File: config.mk
export PLATFORM = sky130hd
export DESIGN_NAME = pcs_tx_sched_flat
export DESIGN_NICKNAME = d
export VERILOG_FILES = /design/src/rtl/pcs_tx_sched_if.sv /design/src/rtl/pcs_tx_sched.sv /design/src/flat_wrapper.sv
export SDC_FILE = /design/constraint.sdc
export NUM_CORES = 1
export LEC_CHECK = 0
export CORE_MARGIN = 10
export CORE_UTILIZATION = 55
export CTS_CLUSTER_DIAMETER = 40
export CTS_CLUSTER_SIZE = 20
export DETAILED_ROUTE_END_ITERATION = 10
export PLACE_DENSITY = 0.78
export SYNTH_ARGS = -nofsm -noshare
export SYNTH_HDL_FRONTEND = slang
export SYNTH_SLANG_ARGS = --single-unit
File: constraint.sdc
create_clock -name clk -period 2.35 [get_ports clk]
set_input_delay 0.47 -clock clk [delete_from_list [all_inputs] [get_ports clk]]
set_output_delay 0.47 -clock clk [all_outputs]
set_load 0.01 [all_outputs]
File: src/rtl/pcs_tx_sched_if.sv
// Scheduler-side bundle for the 40G PCS transmit block-slot scheduler.
// The master modport belongs to pcs_tx_sched. The slave modport belongs to the
// management/MAC/gearbox side, which drives en_i and observes the decisions.
// am_cnt_o exists only when PCS_TX_SCHED_STATS_EN is defined.
interface pcs_tx_sched_if #(
    parameter int SEQ_W = 6
);
    logic             en_i;
    logic [SEQ_W-1:0] seq_o;
    logic             slot_v_o;
    logic             marker_v_o;
    logic             scram_v_o;
    logic             ready_o;
`ifdef PCS_TX_SCHED_STATS_EN
    logic [15:0]      am_cnt_o;
`endif

    modport master (
        input  en_i,
        output seq_o,
        output slot_v_o,
        output marker_v_o,
        output scram_v_o,
`ifdef PCS_TX_SCHED_STATS_EN
        output am_cnt_o,
`endif
        output ready_o
    );

    modport slave (
        output en_i,
        input  seq_o,
        input  slot_v_o,
        input  marker_v_o,
        input  scram_v_o,
`ifdef PCS_TX_SCHED_STATS_EN
        input  am_cnt_o,
`endif
        input  ready_o
    );
endinterface

File: src/rtl/pcs_tx_sched.sv
// Block-slot scheduler for the 40G PCS transmit path.
// Each cycle is exactly one of three things: a gearbox pause, an alignment-marker
// slot, or a MAC data slot. All outputs decode registered state only, so there is
// no combinational path from en_i to any output.
// Optional feature: define PCS_TX_SCHED_STATS_EN to add a saturating 16-bit
// count of markers sent (am_cnt_o). Only nreset clears it.
//
// state | meaning
// IDLE  | transmit disabled; seq/marker counters held at start values, no slots
// RUN   | gearbox sequence advancing; slots carry markers or MAC data
module pcs_tx_sched #(
    parameter int DATA_W    = 64,
    parameter int HEAD_W    = 2,
    parameter int SEQ_MAX   = DATA_W / HEAD_W,
    parameter int SEQ_W     = $clog2(SEQ_MAX + 1),
    parameter int AM_PERIOD = 16383,
    parameter int AM_W      = $clog2(AM_PERIOD + 1)
) (
    input  logic clk,
    input  logic nreset,
    pcs_tx_sched_if.master bus
);
    typedef enum logic {IDLE = 1'b0, RUN = 1'b1} state_t;

    localparam logic [SEQ_W-1:0] SEQ_LAST = SEQ_W'(SEQ_MAX);
    localparam logic [AM_W-1:0]  AM_LAST  = AM_W'(AM_PERIOD - 1);

    state_t           state_q, state_d;
    logic [SEQ_W-1:0] seq_q;
    logic [AM_W-1:0]  am_cnt_q;
    logic             am_due_q;
    logic             slot;
    logic             slot_v;
    logic             marker_v;
    logic             data_v;

    assign slot = (seq_q != SEQ_LAST);

    // State register: the registered copy of the transmit enable.
    always_ff @(posedge clk or negedge nreset) begin
        if (!nreset) state_q <= IDLE;
        else         state_q <= state_d;
    end

    // Next state follows en_i; slot decode comes from registered state only.
    always_comb begin
        state_d  = bus.en_i ? RUN : IDLE;
        slot_v   = 1'b0;
        marker_v = 1'b0;
        data_v   = 1'b0;
        if (state_q == RUN && slot) begin
            slot_v   = 1'b1;
            marker_v = am_due_q;
            data_v   = ~am_due_q;
        end
    end

    // Sequence and marker-period counters. Dropping en_i returns them to start
    // values on the same edge, so the first IDLE cycle already shows seq 0.
    always_ff @(posedge clk or negedge nreset) begin
        if (!nreset) begin
            seq_q    <= '0;
            am_cnt_q <= '0;
            am_due_q <= 1'b1;
        end else if (state_d == IDLE) begin
            seq_q    <= '0;
            am_cnt_q <= '0;
            am_due_q <= 1'b1;
        end else if (state_q == RUN) begin
            seq_q <= (seq_q == SEQ_LAST) ? '0 : seq_q + 1'b1;
            if (marker_v) begin
                am_due_q <= 1'b0;
                am_cnt_q <= '0;
            end else if (data_v) begin
                am_cnt_q <= am_cnt_q + 1'b1;
                if (am_cnt_q == AM_LAST) am_due_q <= 1'b1;
            end
        end
    end

    assign bus.seq_o      = seq_q;
    assign bus.slot_v_o   = slot_v;
    assign bus.marker_v_o = marker_v;
    assign bus.ready_o    = data_v;
    assign bus.scram_v_o  = data_v;

`ifdef PCS_TX_SCHED_STATS_EN
    logic [15:0] stat_q;

    // Saturating marker count; en_i deliberately has no effect on it.
    always_ff @(posedge clk or negedge nreset) begin
        if (!nreset)                             stat_q <= '0;
        else if (marker_v && stat_q != 16'hFFFF) stat_q <= stat_q + 1'b1;
    end

    assign bus.am_cnt_o = stat_q;
`else
    // Marker statistics are not built in this configuration.
`endif
endmodule

File: src/flat_wrapper.sv
// flat-port wrapper written by rule: the top's interface ports become plain ports
module pcs_tx_sched_flat 
#(
    parameter int DATA_W    = 64,
    parameter int HEAD_W    = 2,
    parameter int SEQ_MAX   = DATA_W / HEAD_W,
    parameter int SEQ_W     = $clog2(SEQ_MAX + 1),
    parameter int AM_PERIOD = 16383,
    parameter int AM_W      = $clog2(AM_PERIOD + 1)
)
  (clk, nreset, bus_en_i, bus_seq_o, bus_slot_v_o, bus_marker_v_o, bus_scram_v_o, bus_ready_o);
  pcs_tx_sched_if #(.SEQ_W(SEQ_W)) bus_i ();
  input  logic clk;
  input  logic nreset;
  input wire logic [$bits(bus_i.en_i)-1:0] bus_en_i;
  output wire logic [$bits(bus_i.seq_o)-1:0] bus_seq_o;
  output wire logic [$bits(bus_i.slot_v_o)-1:0] bus_slot_v_o;
  output wire logic [$bits(bus_i.marker_v_o)-1:0] bus_marker_v_o;
  output wire logic [$bits(bus_i.scram_v_o)-1:0] bus_scram_v_o;
  output wire logic [$bits(bus_i.ready_o)-1:0] bus_ready_o;
  assign bus_i.en_i = bus_en_i;
  assign bus_seq_o = bus_i.seq_o;
  assign bus_slot_v_o = bus_i.slot_v_o;
  assign bus_marker_v_o = bus_i.marker_v_o;
  assign bus_scram_v_o = bus_i.scram_v_o;
  assign bus_ready_o = bus_i.ready_o;
  pcs_tx_sched #(.DATA_W(DATA_W), .HEAD_W(HEAD_W), .SEQ_MAX(SEQ_MAX), .SEQ_W(SEQ_W), .AM_PERIOD(AM_PERIOD), .AM_W(AM_W)) u_core (.clk(clk), .nreset(nreset), .bus(bus_i));
endmodule
Word-level counts from Yosys, hierarchy flattened
Cells that the tools add are included.
{"block": "totals", "regBits": 22, "in_bits": 3, "output_inout_bits": 10, "elab_cells": 32}
{"block": "classes", "addsub": 2, "n_eq_ne": 6, "muxes": 16, "bitwise": 1, "reduce_logical": 3}
{"cell": "$mux 14", "count": 4}
{"cell": "$mux 6", "count": 3}
{"cell": "$add 14x1->14 const B", "count": 1}
{"cell": "$eq 14x14->1 const B", "count": 1}
{"cell": "$mux 1", "count": 9}
{"cell": "$add 6x1->6 const B", "count": 1}
{"cell": "$eq 6x6->1 const B", "count": 1}
{"cell": "$ne 3x3->1 const B", "count": 2}
{"cell": "$ne 6x6->1 const B", "count": 1}
{"cell": "$reduce_and 3->1", "count": 1}
{"cell": "$ne 2x1->1 const B", "count": 1}
{"cell": "$reduce_and 2->1", "count": 1}
{"cell": "$logic_and 1x1->1", "count": 1}
{"cell": "$not 1->1", "count": 1}

Logic depth before layout (Yosys ltp)
{"block": "depth", "word_depth": 7, "mapped_depth": 7, "ltp_nobuf": 6}

Worst setup path after synthesis
Ideal clock, no wire load.
{"block": "synth_path", "path_type": "register -> register", "startpoint": "register u_core.seq_q[0] (netlist: u_core.bus.seq_o[0])", "endpoint": "register u_core.am_cnt_q[10]", "setup_time_ns": 0.078, "arrival_ns": 1.808, "required_ns": 2.272, "path_slack_ns": 0.464, "path_stages_with_launch": 8, "n_path_buf": 1, "synth_period_minus_slack_ns": 1.886, "path_cell_list": "dfrtp_1 > inv_1 > ha_1 > and3_1 > a21o_4 > buf_6 > or4_1 > a21oi_1"}
{"block": "synth_via", "elab_chain_cells": 6, "word_cells_on_any_way": 9, "classes_between": "eq/ne (2); mux (5); reduce/logical (2)"}
{"item": "from (decl)", "line": "pcs_tx_sched.sv:29", "text": "logic [SEQ_W-1:0] seq_q;"}
{"item": "from (signal assigned)", "line": "pcs_tx_sched.sv:70", "text": "seq_q <= (seq_q == SEQ_LAST) ? '0 : seq_q + 1'b1;"}
{"item": "$ne 6x6->1 *", "line": "pcs_tx_sched.sv:37", "text": "assign slot = (seq_q != SEQ_LAST);"}
{"item": "$logic_and 1x1->1 *", "line": "pcs_tx_sched.sv:51", "text": "if (state_q == RUN && slot) begin"}
{"item": "$mux 1", "line": "pcs_tx_sched.sv:51"}
{"item": "$mux 14", "line": "pcs_tx_sched.sv:71", "text": "if (marker_v) begin"}
{"item": "$mux 14", "line": "pcs_tx_sched.sv:69", "text": "end else if (state_q == RUN) begin"}
{"item": "$mux 14", "line": "pcs_tx_sched.sv:65", "text": "end else if (state_d == IDLE) begin"}
{"item": "to (signal assigned)", "line": "pcs_tx_sched.sv:75", "text": "am_cnt_q <= am_cnt_q + 1'b1;"}
{"item": "to (decl)", "line": "pcs_tx_sched.sv:30", "text": "logic [AM_W-1:0] am_cnt_q;"}
Every way passes the cells marked *; elsewhere a longest branch is shown, timed or not. The select of a mux whose other input is x is not followed.
A chain may end at the register's enable or synchronous reset.

Final worst setup path
{"block": "layout_path", "startpoint": "register u_core.seq_q[3] (netlist: u_core.bus.seq_o[3])", "endpoint": "output bus_slot_v_o"}
{"block": "layout_via", "elab_chain_cells": 3}
{"item": "$ne 6x6->1", "line": "pcs_tx_sched.sv:37"}
{"item": "$logic_and 1x1->1", "line": "pcs_tx_sched.sv:51"}
{"item": "$mux 1", "line": "pcs_tx_sched.sv:51"}
{"item": "to (decl)", "line": "flat_wrapper.sv:17", "text": "output wire logic [$bits(bus_i.slot_v_o)-1:0] bus_slot_v_o;"}
No other way between the ends.

==> results.toml <==
[synthesis]
netlist_area_um2 = 1260
synth_area_leaders = "dfrtp_1, nand2_1, o31ai_1"
async_flop_share_pct = 100
synth.most_common_cell = "dfrtp_1"
yosysWarningCount = 0
synth-edff-count = 0
synthTopCellsByCount = "dfrtp_1, nand2_1, a21oi_1, inv_1, o31ai_1"
avgSynthCellArea_um2 = 9.62
synth.top_cell.area_share_pct = 41.7
yosysUniqueCellTypes = 36
synth_cells = 131
seq_area_frac_synth_pct = 43.8
synth_top_area_cell = "dfrtp_1"
synth_nets = 138
synth_seq_cells = 22
synthFlopType = "dfrtp_1"

[sta]
setup_tns_ns = 0
period_minus_slack_ns = 2.24
tightest_slew_ns = 0.518
setup_ws_ns = 0.109
timing.fmax_mhz = 446
rsz0062_at_grt = "false"
hold_viol = 0
slew_headroom_pct = 65.2
slew_viol_final = 0
setup_viol = 0
finClkSkew_ns = 0.00574
period_share_pct = 95.4

[die]
die_area_um2 = 4600
dieWidth_um = 67.9
io_pins = 13
die_h_um = 67.9
core_region_area_um2 = 2190
start_util_pct = 57.5
row_count = 17

[final_layout]
multi_input_area_um2 = 646
drive_gt1_share_pct = 14.5
area_growth_syn_to_layout_pct = 18.0
fillers = 175
antennaDiodeCount = 0
final-seq-area_um2 = 552
final_nets = 160

[pwr]
p_switching_mw = 0.172
cellLeakagePower_nw = 0.659
internal-power_mw = 0.492
p_clk_share_pct = 27.1
max-vdd-ir-drop_v = 0.000338
p_comb_share_pct = 13.9
power_density_nw_per_um2 = 447
p_sw_share_pct = 26.0
seqPwrFrac_pct = 59.1

[global_routing]
track_usage_pct = 13.7
grt_first_pass_wirelength_mm = 5.00
overflow = 0
grt_pass1_vias = 1115
antenna_found_initial = 0
grt_max_degree = 23

[detailed_routing]
ant_nets = 0
vias_per_cell = 5.99
wirelength_mm = 2.98
firstDrtPassIters = 4
via_count = 1079
drc = 0
drt_iter0_markers = 66
routedWlPerCell_um = 16.5

[setup_path]
critPathLaunchType = "register"
path_cells = "or3_4, o21ai_4, buf_4, inv_1, dlygate4sd2_1"
arrival_ns = 1.77
critPathKind = "reg2out"
critPathMaxStageDelay_ns = 0.41
critPathMaxFanout = 4
critPathRequiredTime_ns = 1.88
slowest_stage = "dfrtp_1"
end_kind = "primary output"

[worst_hold_path]
hp-class = "in2async"

[placed_design]
post-place-ws_ns = 0.127
hpwl_mm = 2.11
io_buffers = 12
place_congestion = 0.787

[clock_network]
cts.sinks = 22
cts_buffer_depth = 2
numCtsBuffers = 3
cts_tree = "yes"
cts_root_buffer = "clkbuf_4"
ctsHoldBuffers = 0
clk_latency_ns = 0.31
path_clk_slew_ns = 0.12
htree_levels = 1

[job]
maxCapViolations = 0

[status]
status = "finished clean"
[critical path, delay by kind of cell (launching register included)]
kind / cells / cell delay, ns
flops: 1 / 0.41
compound gates: 1 / 0.16
simple gates: 1 / 0.41
buf+inv: 3 / 0.47
[metrics by stage]
step / utilization [%] / std cells / hold WS [ns] / cell area (um2) / power [mW]
after detailed placement: 64.3 / 171 / 0.485 / 1410 / 0.482
final: 67.8 / 180 / 0.489 / 1490 / 0.664
after floorplan: - / 131 / 0.174 / 1260 / 0.448
after global routing: 67.8 / 180 / 0.502 / 1490 / 0.699
after CTS: 67.6 / 180 / 0.494 / 1480 / 0.669
after global placement: 64.3 / 171 / 0.458 / 1410 / 0.479
[cells in the final DEF, fill, tap and decap left out, types with 2 or more instances in the layout]
cell	instances
clkbuf_4	3
dlygate4sd2_1	3
clkdlybuf4s50_1	8
a31oi_1	6
nor2_1	6
inv_1	7
nand3_1	6
nand2b_1	2
o31ai_1	7
dfrtp_1	21
or4_1	6
xnor2_1	3
nand4_1	3
a21o_1	4
o21ai_0	3
and4_1	3
nand2_1	13
nor3_1	4
ha_1	4
a21oi_1	7
o211ai_1	3
and3_1	2
buf_4	11
[cell families (layout without fill, tap and decap cells)]
| group | count (synthesis) | after routing | synth area share, % |
|---|---|---|---|
| adders and majority gates | 4 | 4 | 3.97 |
| xor gates and xnor gates | 3 | 3 | 2.09 |
| buffers and inverters | 13 | 34 | 6.16 |
| DFF | 22 | 22 | 43.8 |
| muxes | 1 | 1 | 0.794 |
| AOI/OAI and AO/OA | 38 | 38 | 21.5 |
| and+or+nand+nor | 50 | 50 | 21.6 |
[per-layer routing]
layer	part of all wire [%]	GRT usage, %	vias up
li1	-	-	528
met1	44	16.5	512
met2	50	22.4	29
met3	3.8	3.26	10
met4	2.4	6.78	0
met5	0	0	-
[state kept, by name (all words and copies together) (netlist names)]
register,count
u_core.am_due_q,1
u_core.am_cnt_q,14
u_core.bus.seq_o,6
u_core.state_q,1
[power groups by stage]
stage          Combinational, mW  Sequential [mW]  Clock [mW]
2_1_floorplan             0.0465            0.401           0
3_3_place_gp              0.0776            0.401           0
3_5_place_dp              0.0807            0.402           0
4_1_cts                   0.0905            0.392       0.186
5_1_grt                    0.101            0.394       0.204
6_report                  0.0921            0.392       0.180
[area by class of cell]
class                   count  share of cell area [%]
clock buffers               4                    1.77
well taps                  28                    2.36
repair buffers             23                    13.6
inverters                   7                    1.77
flip-flops and latches     22                    37.1
multi-input cells          96                    43.4
[repair_timing]
action / CTS / global route
buffers inserted: 5 / 0
resized for setup: 5 / 2
endpoints found under the setup margin: 4 / 1
pin swaps: 1 / 0
[worst paths after layout]
| kind | startpoint | endpoint | slack, ns | cells after the start |
|---|---|---|---|---|
| setup / recovery | u_core.bus.seq_o[3] | bus_slot_v_o | 0.11 | 5 |
| hold / removal | nreset | u_core.am_cnt_q[8] | 0.49 | 2 |
| setup reg to reg | u_core.bus.seq_o[0] | u_core.am_cnt_q[9] | 0.48 | 6 |
| hold reg to reg | u_core.am_cnt_q[5] | u_core.am_cnt_q[5] | 0.50 | 1 |
| max in group asynchronous | nreset | u_core.am_due_q | 1.58 | 2 |
| min in group clk | u_core.am_cnt_q[5] | u_core.am_cnt_q[5] | 0.50 | 1 |
No activity file was read; power rests on OpenSTA's default activity.
